[config.mk]
export PLATFORM = sky130hd
export DESIGN_NAME = vga_cmd_bridge
export DESIGN_NICKNAME = d
export VERILOG_FILES = /design/src/rtl/vga_bridge_pkg.sv /design/src/rtl/vga_cmd_fifo.sv /design/src/rtl/vga_cmd_bridge.sv
export SDC_FILE = /design/constraint.sdc
export NUM_CORES = 1
export LEC_CHECK = 0
export CAP_MARGIN = 20
export CORE_MARGIN = 3
export CORE_UTILIZATION = 40
export CTS_BUF_LIST = sky130_fd_sc_hd__clkbuf_4
export CTS_CLUSTER_DIAMETER = 200
export DETAILED_ROUTE_END_ITERATION = 10
export DONT_BUFFER_PORTS = 1
export PLACE_DENSITY_LB_ADDON = 0.3
export SLEW_MARGIN = 30
export SYNTH_ARGS = -nofsm -noshare
export SYNTH_HDL_FRONTEND = slang
export SYNTH_SLANG_ARGS = --single-unit
[constraint.sdc]
create_clock -name clk -period 3.3 [get_ports clk]
set_input_delay 0.66 -clock clk [delete_from_list [all_inputs] [get_ports clk]]
set_output_delay 0.66 -clock clk [all_outputs]
set_load 0.1 [all_outputs]
[src/rtl/vga_bridge_pkg.sv]
// Shared definitions for the VGA command bridge: word layout, opcodes, FSM states.
// The CLEAR state exists only when VGA_BRIDGE_CLEAR_EN is defined.
package vga_bridge_pkg;

  localparam int unsigned WORD_W   = 32;
  localparam int unsigned FB_AW    = 17;
  localparam int unsigned OP_W     = 4;
  localparam int unsigned X_W      = 10;
  localparam int unsigned Y_W      = 8;
  localparam int unsigned RSVD_W   = 2;
  localparam int unsigned COL_W    = 8;

  localparam int unsigned OP_LSB   = 28;
  localparam int unsigned X_LSB    = 18;
  localparam int unsigned Y_LSB    = 10;
  localparam int unsigned RSVD_LSB = 8;
  localparam int unsigned COL_LSB  = 0;

  typedef enum logic [3:0] {
    OP_NOP   = 4'd0,
    OP_PIXEL = 4'd1,
    OP_CLEAR = 4'd2
  } opcode_e;

  typedef enum logic [1:0] {
    ST_IDLE  = 2'd0,
`ifdef VGA_BRIDGE_CLEAR_EN
    ST_PIXEL = 2'd1,
    ST_CLEAR = 2'd2
`else
    ST_PIXEL = 2'd1
`endif
  } state_e;

endpackage

[src/rtl/vga_cmd_fifo.sv]
// Command FIFO for the VGA bridge; push while full succeeds only with a same-cycle pop.
// Independent of VGA_BRIDGE_CLEAR_EN.
module vga_cmd_fifo
  import vga_bridge_pkg::*;
#(
  parameter int unsigned DEPTH = 4
) (
  input  logic                      clk,
  input  logic                      rst,
  input  logic                      i_push,
  input  logic [WORD_W-1:0]         i_din,
  input  logic                      i_pop,
  output logic [WORD_W-1:0]         o_dout,
  output logic                      o_full,
  output logic                      o_empty,
  output logic [$clog2(DEPTH):0]    o_cnt_nxt_c
);

  localparam int unsigned AW = $clog2(DEPTH);
  localparam int unsigned CW = AW + 1;

  logic [WORD_W-1:0] r_mem [DEPTH];
  logic [AW-1:0]     r_wr_ptr;
  logic [AW-1:0]     r_rd_ptr;
  logic [CW-1:0]     r_cnt;
  logic              r_full;
  logic              r_empty;
  logic              w_pop_ok;
  logic              w_push_ok;
  logic [CW-1:0]     w_cnt_nxt;

  assign w_pop_ok    = i_pop && !r_empty;
  assign w_push_ok   = i_push && (!r_full || w_pop_ok);
  assign w_cnt_nxt   = r_cnt + CW'(w_push_ok) - CW'(w_pop_ok);
  assign o_cnt_nxt_c = w_cnt_nxt;
  assign o_dout      = r_mem[r_rd_ptr];
  assign o_full      = r_full;
  assign o_empty     = r_empty;

  always_ff @(posedge clk) begin
    if (w_push_ok) r_mem[r_wr_ptr] <= i_din;
  end

  // Pointers wrap naturally because DEPTH is a power of two.
  always_ff @(posedge clk or posedge rst) begin
    if (rst) begin
      r_wr_ptr <= '0;
      r_rd_ptr <= '0;
      r_cnt    <= '0;
      r_full   <= 1'b0;
      r_empty  <= 1'b1;
    end else begin
      if (w_push_ok) r_wr_ptr <= r_wr_ptr + AW'(1);
      if (w_pop_ok)  r_rd_ptr <= r_rd_ptr + AW'(1);
      r_cnt   <= w_cnt_nxt;
      r_full  <= (w_cnt_nxt == CW'(DEPTH));
      r_empty <= (w_cnt_nxt == '0);
    end
  end

endmodule

[src/rtl/vga_cmd_bridge.sv]
// Turns register-15 command words into framebuffer pixel writes (PIXEL, optional CLEAR).
// Define VGA_BRIDGE_CLEAR_EN to build the CLEAR opcode; otherwise opcode 2 is a NOP.
module vga_cmd_bridge
  import vga_bridge_pkg::*;
#(
  parameter int unsigned FIFO_DEPTH = 4,
  parameter int unsigned H_RES      = 320,
  parameter int unsigned V_RES      = 240
) (
  input  logic              clk,
  input  logic              rst,
  input  logic              vga_wr,
  input  logic [WORD_W-1:0] vga_word,
  output logic              fb_we,
  output logic [FB_AW-1:0]  fb_addr,
  output logic [COL_W-1:0]  fb_data,
  input  logic              fb_ready,
  output logic              busy,
  output logic              ovf
);

  localparam int unsigned CW = $clog2(FIFO_DEPTH) + 1;
  localparam logic [FB_AW-1:0] LAST_ADDR = FB_AW'(H_RES * V_RES - 1);

  state_e            r_state;
  state_e            w_state_nxt;
  logic [WORD_W-1:0] r_cmd;
  logic              r_cmd_vld;
  logic              w_cmd_vld_nxt;
  logic              r_fb_we;
  logic              w_fb_we_nxt;
  logic [FB_AW-1:0]  r_fb_addr;
  logic [FB_AW-1:0]  w_fb_addr_nxt;
  logic [COL_W-1:0]  r_fb_data;
  logic [COL_W-1:0]  w_fb_data_nxt;
  logic              r_busy;
  logic              r_ovf;
  logic              w_pop;
  logic              w_full;
  logic              w_empty;
  logic [WORD_W-1:0] w_dout;
  logic [CW-1:0]     w_cnt_nxt;

  logic [OP_W-1:0]   w_op;
  logic [X_W-1:0]    w_x;
  logic [Y_W-1:0]    w_y;
  logic [COL_W-1:0]  w_col;
  logic              w_in_range;
  logic [FB_AW-1:0]  w_pix_addr;
  logic              w_unused;

  vga_cmd_fifo #(.DEPTH(FIFO_DEPTH)) u_fifo (
    .clk         (clk),
    .rst         (rst),
    .i_push      (vga_wr),
    .i_din       (vga_word),
    .i_pop       (w_pop),
    .o_dout      (w_dout),
    .o_full      (w_full),
    .o_empty     (w_empty),
    .o_cnt_nxt_c (w_cnt_nxt)
  );

  assign w_op       = r_cmd[OP_LSB +: OP_W];
  assign w_x        = r_cmd[X_LSB +: X_W];
  assign w_y        = r_cmd[Y_LSB +: Y_W];
  assign w_col      = r_cmd[COL_LSB +: COL_W];
  assign w_unused   = ^r_cmd[RSVD_LSB +: RSVD_W];
  assign w_in_range = (32'(w_x) < H_RES) && (32'(w_y) < V_RES);
  assign w_pix_addr = FB_AW'(w_y) * FB_AW'(H_RES) + FB_AW'(w_x);

  assign fb_we   = r_fb_we;
  assign fb_addr = r_fb_addr;
  assign fb_data = r_fb_data;
  assign busy    = r_busy;
  assign ovf     = r_ovf;

  always_ff @(posedge clk or posedge rst) begin
    if (rst) r_state <= ST_IDLE;
    else     r_state <= w_state_nxt;
  end

  // IDLE alternates pop-and-latch with decode, giving one command per three cycles.
  always_comb begin
    w_state_nxt   = r_state;
    w_cmd_vld_nxt = r_cmd_vld;
    w_fb_we_nxt   = r_fb_we;
    w_fb_addr_nxt = r_fb_addr;
    w_fb_data_nxt = r_fb_data;
    w_pop         = 1'b0;
    case (r_state)
      ST_IDLE: begin
        if (r_cmd_vld) begin
          w_cmd_vld_nxt = 1'b0;
          if (w_op == OP_PIXEL && w_in_range) begin
            w_state_nxt   = ST_PIXEL;
            w_fb_we_nxt   = 1'b1;
            w_fb_addr_nxt = w_pix_addr;
            w_fb_data_nxt = w_col;
          end
`ifdef VGA_BRIDGE_CLEAR_EN
          else if (w_op == OP_CLEAR) begin
            w_state_nxt   = ST_CLEAR;
            w_fb_we_nxt   = 1'b1;
            w_fb_addr_nxt = '0;
            w_fb_data_nxt = w_col;
          end
`endif
        end else if (!w_empty) begin
          w_pop         = 1'b1;
          w_cmd_vld_nxt = 1'b1;
        end
      end
      ST_PIXEL: begin
        if (fb_ready) begin
          w_state_nxt = ST_IDLE;
          w_fb_we_nxt = 1'b0;
        end
      end
`ifdef VGA_BRIDGE_CLEAR_EN
      ST_CLEAR: begin
        if (fb_ready) begin
          if (r_fb_addr == LAST_ADDR) begin
            w_state_nxt = ST_IDLE;
            w_fb_we_nxt = 1'b0;
          end else begin
            w_fb_addr_nxt = r_fb_addr + FB_AW'(1);
          end
        end
      end
`endif
      default: begin
        w_state_nxt = ST_IDLE;
        w_fb_we_nxt = 1'b0;
      end
    endcase
  end

  always_ff @(posedge clk or posedge rst) begin
    if (rst) begin
      r_cmd     <= '0;
      r_cmd_vld <= 1'b0;
      r_fb_we   <= 1'b0;
      r_fb_addr <= '0;
      r_fb_data <= '0;
      r_busy    <= 1'b0;
      r_ovf     <= 1'b0;
    end else begin
      if (w_pop) r_cmd <= w_dout;
      r_cmd_vld <= w_cmd_vld_nxt;
      r_fb_we   <= w_fb_we_nxt;
      r_fb_addr <= w_fb_addr_nxt;
      r_fb_data <= w_fb_data_nxt;
      r_busy    <= (w_state_nxt != ST_IDLE) || w_cmd_vld_nxt || (w_cnt_nxt != '0);
      r_ovf     <= r_ovf | (vga_wr & w_full & ~w_pop);
    end
  end

endmodule

==> metrics.cfg <==
[status]
outcome = complete, no violations

[critical_path]
r2r-end = fb_addr[15]$_DFFE_PP0P_
crit_required_ns = 3.78
critPathLaunch = r_cmd[11]$_DFFE_PP0N_
reg2reg_slack_ns = 0.29
crit_end = fb_addr[15]$_DFFE_PP0P_
start_kind = register
reg2regPathDepth = 8
crit_chain = ha_1, ha_1, fa_1, xor2_2, nand2_1, or4b_4, or4_1, a31oi_1
critPathMaxStageDelay_ns = 0.55
crit_top_cell = ha_1
slowest_stage = or4b_4
crit_fanout = 3
r2r_start = r_cmd[11]$_DFFE_PP0N_
critical_path_class = register to register
crit_arrival_ns = 3.50
crit_path_end_kind = register

[timing]
max_slew_margin_pct = 37.4
setup_violations = 0
worst_pin_slew_ns = 0.940
timing.final.crit_share_pct = 91.3
hold_viol = 0
max_freq_mhz = 332
slew_violations = 0
rsz0062_at_grt = no
period_needed_ns = 3.01
worst_slack_ns = 0.289
tns_ns = 0
finalClockSkew_ns = 0.0178

[hold_path]
hp-class = input port to asynchronous set/reset pin

[die]
initial_utilization_pct = 40.9
dieArea_um2 = 20900
rows = 50
die_y_um = 145
ios = 64
core_region_area_um2 = 18800
die_x_um = 145

[drt]
detail_route.first_pass.iterations = 4
wl_per_cell_um = 17.8
post_drt_via_cell_ratio = 5.07
drtIter0Drc = 227
drc = 0
ant_nets = 0
finalWirelength_um = 13800
vias = 3933

[synthesis]
yosysWarningCount = 0
synth_nets = 576
yosysTopAreaCellShare_pct = 46.9
synth_cells = 515
synth-seq-cells = 190
synth_cell_types = 55
synth.most_common_cell = nand2_1
seq_area_frac_synth_pct = 69.7
ys.flop_type = edfxtp_1
synthTopCellsByCount = 144 x nand2_1, 120 x edfxtp_1, 69 x dfrtp_1, 30 x mux4_2, 22 x ha_1
synth_edf_count = 120
netlist_area_um2 = 7680
synth.area.top_cells = edfxtp_1 47%, dfrtp_1 22%, mux4_2 8.8%
syn_area_per_cell_um2 = 14.9
async_flop_share_pct = 36.8
yosysTopAreaCell = edfxtp_1

[power_and_ir_drop]
seq_power_share_pct = 52.7
vdd_drop_max_uv = 303
comb_power_share_pct = 31.6
cell_internal_pwr_w = 0.00493
powerDensity_nw_per_um2 = 1010
p_leak_nw = 3.27
p_clk_share_pct = 15.7
p_sw_share_pct = 41.6
switching_power_w = 0.00351

[clock_network]
root_buffer = clkbuf_4
cts.sinks = 190
insertion_delay_ns = 0.55
h-tree-depth = 4
hold_buffers = 0
cts_resized = 0
clkTransAtPathRegs_ns = 0.15
cts_inserted_buffers = 17
cts_buffer_depth = 2
cts_tree = built
cts_setup_buffers = 0

[placed_design]
place_congestion = 0.802
portBuffers = 0
hpwl_um = 9290
place_worst_setup_slack_ns = 0.310

[layout]
drive_gt1_share_pct = 16.5
finalNetCount = 590
syn_to_final_growth_pct = 8.73

[grt]
track_usage_pct = 14.3
grt_max_degree = 71
grt_overflow = 0
grt_pass1_vias = 4244
antenna_found_initial = 1
grt_pass1_wl_um = 22800

[job]
max-cap-violations = 0

routing by layer:
layer	share of wire (%)	global-route usage, %
met2	48	22.8
met5	0	0
met3	5.7	4.53
met4	1.1	4.17
met1	45	19.1
worst min path at each step:
stage               slack [ns]                             to
floorplan                 0.44         fb_addr[3]$_DFFE_PP0P_
global placement          0.46         fb_addr[1]$_DFFE_PP0P_
detailed placement        0.46         fb_data[4]$_DFFE_PP0P_
CTS                       0.13  u_fifo.r_mem[2][30]$_DFFE_PP_
global route              0.11  u_fifo.r_mem[1][29]$_DFFE_PP_
finish                    0.13         fb_addr[9]$_DFFE_PP0P_
cells in the final DEF (no fill, tap or decap), drive strengths merged, types with 4 or more instances in the layout:
cell type    n
and2         4
buf         14
clkbuf      17
dfrtp       69
edfxtp     120
ha          22
inv         18
mux4        30
nand2      144
nor2         7
o21ai       20
or2          4
xnor2        6
xor2         7
worst max-delay path, delay by kind of cell, from the launching register on:
kind	cells	cell delay, ns
simple gates	3	1.14
fa+ha+maj	3	0.98
flops	1	0.43
xor+xnor	1	0.21
compound gates	1	0.17
power groups by stage:
stage	Combinational, W	Sequential (W)	Clock (W)
after detailed placement	0.00270	0.00452	0
after CTS	0.00272	0.00446	0.00138
final	0.00267	0.00445	0.00133
after global placement	0.00267	0.00449	0
after global routing	0.00305	0.00452	0.00148
after floorplan	0.00212	0.00439	0
layout make-up:
type / count / area (um2)
Antenna cell: 1 / 2.50
Clock inverter: 14 / 180
Sequential cell: 190 / 5360
Timing Repair Buffer: 14 / 146
Tap cell: 234 / 293
Clock buffer: 17 / 128
Inverter: 12 / 45.0
Multi-Input combinational cell: 294 / 2200
Fill cell: 1664 / 10400
cells by family (layout without fill, tap and decap cells):
group,after synthesis,count (layout),share of synthesized area (%)
other,1,2,0.0488
multiplexers,31,31,8.94
AND/OR/NAND/NOR,182,182,10.1
buffers and inverters,31,57,1.63
adder cells (fa/ha/maj),25,25,4.36
AO/OA/AOI/OAI,42,42,3.60
flip-flops,190,190,69.7
XOR/XNOR,13,13,1.58
flip-flops by register name, indices dropped and copies added (netlist names):
register	cells
u_fifo.r_rd_ptr	2
fb_we	1
r_cmd_vld	1
busy	1
r_state	2
fb_addr	17
u_fifo.r_cnt	3
u_fifo.o_full	1
r_cmd	30
u_fifo.o_empty	1
u_fifo.r_wr_ptr	2
u_fifo.r_mem	120
ovf	1
fb_data	8
metrics by stage:
step | hold slack (ns) | power (W) | instance area [um2] | instances | util (%)
2_1_floorplan | 0.437 | 0.00651 | 7680 | 515 | -
3_3_place_gp | 0.457 | 0.00716 | 8040 | 744 | 42.8
3_5_place_dp | 0.458 | 0.00722 | 8040 | 744 | 42.8
4_1_cts | 0.128 | 0.00856 | 8350 | 775 | 44.5
5_1_grt | 0.109 | 0.00905 | 8350 | 776 | 44.5
6_report | 0.126 | 0.00844 | 8350 | 776 | 44.5
No activity file was read; power rests on OpenSTA's default activity.
